[src/rtl/rpn_evaluator.sv]
// rpn_evaluator
//   Evaluates a postfix (RPN) token stream on an internal operand stack and
//   presents the final value downstream when the '=' token arrives. It sits
//   directly behind the infix-to-postfix converter and uses the same stb/ack
//   token handshake on its input.
//
// Ports
//   CLK                clock, all logic on the rising edge
//   RST                synchronous active-high reset
//   input_stb          token valid, held by the sender until input_ack
//   input_data         operand value, or opcode in bits [2:0]
//   is_input_operator  1: input_data[2:0] is an opcode, 0: operand
//   input_ack          one-cycle pulse, token consumed
//   output_stb         result valid, held until output_ack
//   output_data        expression result
//   output_error       result invalid (stack or opcode fault), valid with output_stb
//   output_ack         downstream has taken the result
//
// Opcodes: 001 '*', 010 '+', 011 '-', 100 '='. Anything else is illegal.
module rpn_evaluator #(
  parameter int WIDTH = 32,
  parameter int DEPTH = 20
) (
  input  logic             CLK,
  input  logic             RST,
  input  logic             input_stb,
  input  logic [WIDTH-1:0] input_data,
  input  logic             is_input_operator,
  output logic             input_ack,
  output logic             output_stb,
  output logic [WIDTH-1:0] output_data,
  output logic             output_error,
  input  logic             output_ack
);

  localparam int PW = $clog2(DEPTH + 1);
  localparam logic [PW-1:0] SP_FULL = PW'(DEPTH);
  localparam logic [PW-1:0] SP_ONE  = PW'(1);
  localparam logic [PW-1:0] SP_TWO  = PW'(2);

  localparam logic [2:0] OP_MUL = 3'b001;
  localparam logic [2:0] OP_ADD = 3'b010;
  localparam logic [2:0] OP_SUB = 3'b011;
  localparam logic [2:0] OP_EQ  = 3'b100;

  typedef enum logic [1:0] {
    IDLE,
    EXEC,
    ACK,
    RESULT
  } state_t;

  state_t           state_q, state_d;
  logic [PW-1:0]    sp_q, sp_d;
  logic             err_q, err_d;
  logic [2:0]       op_q, op_d;
  logic             input_ack_q, input_ack_d;
  logic             output_stb_q, output_stb_d;
  logic [WIDTH-1:0] output_data_q, output_data_d;
  logic             output_error_q, output_error_d;

  // The operand stack is not reset: sp alone defines which entries are live.
  logic [WIDTH-1:0] stack_q [DEPTH];
  logic             stack_we;
  logic [PW-1:0]    stack_waddr;
  logic [WIDTH-1:0] stack_wdata;

  logic [PW-1:0]    sp_m1, sp_m2;
  logic [WIDTH-1:0] opnd_a, opnd_b, alu_result;

  assign sp_m1  = sp_q - SP_ONE;
  assign sp_m2  = sp_q - SP_TWO;
  // a is the deeper entry, b the top: '-' computes a - b.
  assign opnd_a = stack_q[sp_m2];
  assign opnd_b = stack_q[sp_m1];

  always_comb begin
    alu_result = opnd_a;
    case (op_q)
      OP_MUL:  alu_result = opnd_a * opnd_b;
      OP_ADD:  alu_result = opnd_a + opnd_b;
      OP_SUB:  alu_result = opnd_a - opnd_b;
      default: alu_result = opnd_a;
    endcase
  end

  // Next-state logic. input_ack defaults low so it can only ever pulse for a
  // single cycle, and every accepted token passes through ACK so the sender
  // has dropped its stb before IDLE samples again.
  always_comb begin
    state_d        = state_q;
    sp_d           = sp_q;
    err_d          = err_q;
    op_d           = op_q;
    input_ack_d    = 1'b0;
    output_stb_d   = output_stb_q;
    output_data_d  = output_data_q;
    output_error_d = output_error_q;
    stack_we       = 1'b0;
    stack_waddr    = sp_q;
    stack_wdata    = input_data;

    case (state_q)
      IDLE: begin
        if (input_stb) begin
          if (!is_input_operator) begin
            if (sp_q < SP_FULL) begin
              stack_we    = 1'b1;
              stack_waddr = sp_q;
              stack_wdata = input_data;
              sp_d        = sp_q + SP_ONE;
            end else begin
              err_d = 1'b1;
            end
            input_ack_d = 1'b1;
            state_d     = ACK;
          end else begin
            case (input_data[2:0])
              OP_MUL, OP_ADD, OP_SUB: begin
                op_d    = input_data[2:0];
                state_d = EXEC;
              end
              OP_EQ: begin
                output_stb_d   = 1'b1;
                output_error_d = err_q | (sp_q != SP_ONE);
                output_data_d  = (sp_q >= SP_ONE) ? opnd_b : '0;
                state_d        = RESULT;
              end
              default: begin
                err_d       = 1'b1;
                input_ack_d = 1'b1;
                state_d     = ACK;
              end
            endcase
          end
        end
      end

      EXEC: begin
        if (sp_q >= SP_TWO) begin
          stack_we    = 1'b1;
          stack_waddr = sp_m2;
          stack_wdata = alu_result;
          sp_d        = sp_m1;
        end else begin
          err_d = 1'b1;
        end
        input_ack_d = 1'b1;
        state_d     = ACK;
      end

      // The '=' token is only acknowledged once the result has been taken,
      // which also clears the stack for the next expression.
      RESULT: begin
        if (output_ack) begin
          output_stb_d = 1'b0;
          input_ack_d  = 1'b1;
          sp_d         = '0;
          err_d        = 1'b0;
          state_d      = ACK;
        end
      end

      ACK: begin
        state_d = IDLE;
      end

      default: begin
        state_d = IDLE;
      end
    endcase
  end

  always_ff @(posedge CLK) begin
    if (RST) begin
      state_q        <= IDLE;
      sp_q           <= '0;
      err_q          <= 1'b0;
      op_q           <= '0;
      input_ack_q    <= 1'b0;
      output_stb_q   <= 1'b0;
      output_data_q  <= '0;
      output_error_q <= 1'b0;
    end else begin
      state_q        <= state_d;
      sp_q           <= sp_d;
      err_q          <= err_d;
      op_q           <= op_d;
      input_ack_q    <= input_ack_d;
      output_stb_q   <= output_stb_d;
      output_data_q  <= output_data_d;
      output_error_q <= output_error_d;
      if (stack_we) begin
        stack_q[stack_waddr] <= stack_wdata;
      end
    end
  end

  assign input_ack    = input_ack_q;
  assign output_stb   = output_stb_q;
  assign output_data  = output_data_q;
  assign output_error = output_error_q;

endmodule

[config.mk]
export PLATFORM = sky130hd
export DESIGN_NAME = rpn_evaluator
export DESIGN_NICKNAME = d
export VERILOG_FILES = /design/src/rtl/rpn_evaluator.sv
export SDC_FILE = /design/constraint.sdc
export NUM_CORES = 2
export LEC_CHECK = 0
export CAP_MARGIN = 20
export CELL_PAD_IN_SITES_DETAIL_PLACEMENT = 1
export CELL_PAD_IN_SITES_GLOBAL_PLACEMENT = 1
export CORE_MARGIN = 2
export CORE_UTILIZATION = 30
export CTS_BUF_LIST = sky130_fd_sc_hd__clkbuf_8
export DETAILED_ROUTE_END_ITERATION = 7
export HOLD_SLACK_MARGIN = 0.15
export PLACE_DENSITY_LB_ADDON = 0.1
export SLEW_MARGIN = 20
export SYNTH_ARGS = -nofsm -noshare
export SYNTH_HDL_FRONTEND = slang
export SYNTH_SLANG_ARGS = --single-unit
[constraint.sdc]
create_clock -name CLK -period 26.7 [get_ports CLK]
set_clock_uncertainty 0.1 [all_clocks]
set_input_delay 6.675 -clock CLK [delete_from_list [all_inputs] [get_ports CLK]]
set_output_delay 6.675 -clock CLK [all_outputs]
set_load 0.05 [all_outputs]
[Yosys cells after proc, flatten, opt, wreduce, memory -nomap -nowiden]
Memories as Yosys holds them, arrays and structs flattened.
Index checks and enable logic that the tools add are counted.
Cells by class
  add/subtract/negate cells: 5
  multiply operators: 1
  magnitude comparators: 3
  eq/ne operators: 21
  multiplexer cells: 41
  bitwise logic cells: 1
  reductions and logical operators: 11
Operators with widths (number)
  two-way mux 32 bit: 3
  case mux 32 bit (3 select lines): 1
  two-way mux 5 bit: 7
  adder 32 bit: 1
  multiplier 32 x 32 -> 32 bit: 1
  subtractor 32 bit: 1
  two-way mux 1 bit: 20
  case mux 5 bit (3 select lines): 1
  inequality test 2 bit (second input constant): 7
  equality test 3 x 2 -> 1 bit (second input constant): 4
  AND reduction 6 bit: 2
  case mux 2 bit (4 select lines): 1
  AND reduction 4 bit: 2
  equality test 3 x 1 -> 1 bit (second input constant): 2
  two-way mux 2 bit: 3
  inequality test 3 bit (second input constant): 2
  case mux 1 bit (3 select lines): 2
  adder 5 x 1 -> 5 bit (second input constant): 1
  >= comparator 5 x 1 -> 1 bit (second input constant): 1
  >= comparator 5 x 2 -> 1 bit (second input constant): 1
  < comparator 5 bit (second input constant): 1
  inequality test 5 x 1 -> 1 bit (second input constant): 1
  AND reduction 5 bit: 1
  subtractor 5 x 1 -> 5 bit (second input constant): 1
  other kinds (14): 16
Storage, ports and cells
  register bits: 46
  memory bits (writable): 640
  bits of input ports: 37
  memories: 1
Memories
  stack_q: words 20, width 32, rd ports 2, clocked after memory_dff 0, wr ports 1, RTL line 63  | logic [WIDTH-1:0] stack_q [DEPTH];

[Longest topological paths before layout]
  depth after elaboration: 8
  mapped depth: 48
  gate-level depth less buffers: 35

[Least setup slack after synthesis]
OpenSTA, ideal clock, no wires.
  kind: flip-flop to flip-flop
  start point: register sp_q[0]
  end point: memory stack_q[0][29] (data pin)
  setup time: 0.361 ns
  arrival: 11.981 ns
  path slack: 14.258 ns
  cell stages (with the launch flop): 45
  path buffers: 13
  clock period less this slack: 12.442 ns
  cells stage by stage: dfxtp_1 buf_2 buf_6 buf_4 buf_2 buf_4 buf_2 buf_2 clkbuf_1 inv_1 ha_1 buf_6 buf_4 buf_1 mux4_2 mux2i_1 nor3_1 a211oi_1 (+9 left out) fa_1 ha_1 fa_1 inv_1 fa_1 inv_1 ha_1 a21o_1 a21o_1 a2111oi_0 and3_1 a21oi_1 o41ai_1 nand4b_1 nand3_1 xnor2_1 a221oi_1 o21ai_0
On the way
  word-level cells in the longest chain between the ends: 6
  elaborated cells between the ends (all ways): 10
Ends and longest elaborated chain
  start, declared: RTL line 54  | logic [PW-1:0] sp_q, sp_d;
  start signal, assigned: RTL line 186  | sp_q <= sp_d;
  subtractor 5 x 2 -> 5 bit or subtractor 5 x 1 -> 5 bit (tied branches): RTL line 72, 71
  memory read (20 x 32 bit)
  multiplier 32 x 32 -> 32 bit (tied with other cells): RTL line 80  | OP_MUL: alu_result = opnd_a * opnd_b;
  case mux 32 bit (3 select lines): RTL line 79  | case (op_q)
  two-way mux 32 bit *: RTL line 140  | if (sp_q >= SP_TWO) begin
  two-way mux 32 bit *
  net stack_wdata[29]: RTL line 66  | logic [WIDTH-1:0] stack_wdata;
  end, declared: RTL line 63
Mark *: on every way through the listed nets, which the timed path passes. The rest lies on a longest branch.

[Worst setup path in the final report]
  start point: register sp_q[0]
  end point: memory stack_q[6][29] (data pin)
Same word-level chain as after synthesis.

==> results.txt <==
Status: completed
Global-route wire length before repair: 275000 um
Share of flip-flops with an asynchronous set or reset: 0%
Final setup fails: 0
Mean Syn Cell Area: 12.69 sq um
Min cycle time layout: 13.30 ns
Max FO, Critical Path: 99
Drt drc: 0
Proportion of layout cells with a drive suffix above 1: 18.95%
Buffers & Inverters on Critical Path: 9
Worst slew pin tran: 1.036 ns
Maximum clock insertion buffer count: 3
Synth Flop Type: edfxtp_1
Core Area: 165400 sq um
TNS Setup: 0 ns
Post-cts resize count: 0
Slowest Stage Delay on Critical Path: 0.76 ns
CP most frequent cell: fa_1
Wl on met1: 86520 um
Fin. Hold Viols: 0
Synth warn: 0
CTS buffer count: 130
Crit Path Class: flip-flop to flip-flop
Non-filler cells, final: 6345
Overall routed net length: 193200 um
Top layer in use: met4
Pre-antenna DRT Iters: 5
Most frequent cells in the layout: edfxtp_1, inv_1, fa_1
DP Area: 54160 sq um
Critical Path Stages: 32
Syn_nets: 4552
Grt ovf: 0
Distinct cells, synth: 80
Htree depth: 4
Crit share post-route: 49.81%
Final Max Slew Viols: 0
CTS Hold Buffers Added: 0
Clock transition at path regs: 0.06 ns
Starting DRT DRC Count: 2523
Global Route Usage Sum: 22.97%
Hpwl dp: 128800 um
Number of synthesized flops with an enable pin: 640
Routability Congestion: 0.8328
RSZ-0062 raised after global routing: no
Layout Nets: 4672
Sequential element share of the synthesized area: 40.23%
Input/output buffers: 71
CP required: 27.08 ns
Metal3 WL: 8083 um
# IOs: 72
Min Hold Slack: 0.3508 ns
Layout overhead on the synthesized area: 12.97%
Flops & latches, synth: 686
CTS sink count: 686
CTS tree: yes
Vias: 33480
Vias/cell: 5.276
Root Driver: clkbuf_8
Slowest cell on crit path: dfxtp_4
Initial core utilization: 30.27%
Final design area excluding fillers: 56550 sq um
Clk_lat worst skew: 0.84 ns
Slew Limit Headroom: 30.75%
Placed cell count: 6120
Synth Instances: 3943
Die Area: 170100 sq um
Number of global-route vias before repair: 36400
CP Launch Type: flip-flop
WL met2: 93710 um
Crit path DAT: 13.68 ns
Die Y: 412.5 um
Pin count of the biggest net entering global routing: 100
Crit end category: flip-flop
Max-cap viol count: 0
Worst hold path depth: 2
Initial antenna violation count: 11
Synthesized area: 50060 sq um
DR WL/cell: 30.45 um
Hold crit path type: flip-flop to flip-flop
Most common cell after layout, fill and taps aside: edfxtp_1
Die width: 412.5 um
Row count: 149
R2R depth: 32
Max Freq: 0.07520 GHz
Kind of cell adding the most delay to the critical path: adder cells
ANT nets after route: 0
Post-CTS Setup Bufs: 0
-- Yosys cell counts, types with 22 or more instances --
library cell	count	area, sq um
a31oi_1	28	175.2
inv_1	468	1757
o21a_1	23	172.7
ha_1	163	2039
mux2i_1	83	830.8
nand2_1	282	1059
xnor2_1	89	779.5
and2_1	23	143.9
nor2_1	402	1509
clkbuf_1	134	503.0
edfxtp_1	640	19220
buf_2	62	310.3
nor2b_1	35	219.0
o22ai_1	25	156.4
nand2b_1	58	362.9
a21oi_1	97	485.5
o21ai_0	76	380.4
dfxtp_1	46	920.9
nor3_1	61	305.3
fa_1	409	8188
mux2_2	22	247.7
xor2_1	41	359.1
a21o_1	34	255.2
mux4_2	322	7252
nand3_1	50	250.2
or2_2	37	231.5
-- layer usage --
layer | track usage (%) | vias to the layer above
li1 | - | 14190
met1 | 31.40 | 18250
met2 | 38.47 | 793
met3 | 2.891 | 240
met4 | 5.946 | 0
met5 | 0 | -
-- final timing paths --
| check | start | endpoint | slack, ns |
|---|---|---|---|
| worst max register to register | sp_q[0] | stack_q[6][29] | 13.40 |
| worst max-delay path | sp_q[0] | stack_q[6][29] | 13.40 |
| worst min register to register | output_data[3] | output_data[3] | 0.35 |
| worst min-delay path | output_data[3] | output_data[3] | 0.35 |
-- final cells by class --
cell class | instances | area (sq um)
timing repair buffer | 224 | 1904
clock inverter | 90 | 534.3
tap | 2189 | 2739
clock buffer | 133 | 1831
sequential | 686 | 20150
antenna | 2 | 5.005
inverter | 476 | 1787
multi-input combinational | 2545 | 27600
fill | 17560 | 108800
-- cell families (layout without fill, tap and decap cells) --
family / count (synthesis) / after routing / synth area share, %
xor+xnor: 138 / 138 / 2.622
simple gates: 996 / 996 / 8.864
flops: 686 / 686 / 40.23
mux: 427 / 427 / 16.64
buf+inv: 712 / 923 / 5.742
other cells: 0 / 2 / 0
fa+ha+maj: 572 / 572 / 20.43
compound gates: 412 / 412 / 5.464
-- stage by stage --
step / utilization (%) / worst slack [ns]
after floorplan: - / 14.26
final: 34.19 / 13.40
after CTS: 34.18 / 12.90
after detailed placement: 32.75 / 13.00
after global routing: 34.19 / 12.58
after global placement: 32.74 / 12.73
-- state kept, by name, indices dropped and copies added (netlist names) --
name,cells
sp_q,5
err_q,1
output_error,1
state_q,2
input_ack,1
stack_q,640
output_stb,1
output_data,32
op_q,3
-- worst register-to-register path, delay by kind of cell, from the launching register on --
family | cells | cell delay, ns
AOI/OAI and AO/OA | 7 | 2.50
xor gates and xnor gates | 1 | 0.17
adders and majority gates | 9 | 3.96
buffers and inverters | 9 | 3.77
DFF | 1 | 0.76
muxes | 2 | 0.88
and+or+nand+nor | 4 | 0.84
Power is not shown: default switching activity piles up to over one toggle a cycle in this logic, so the estimate is an artifact.
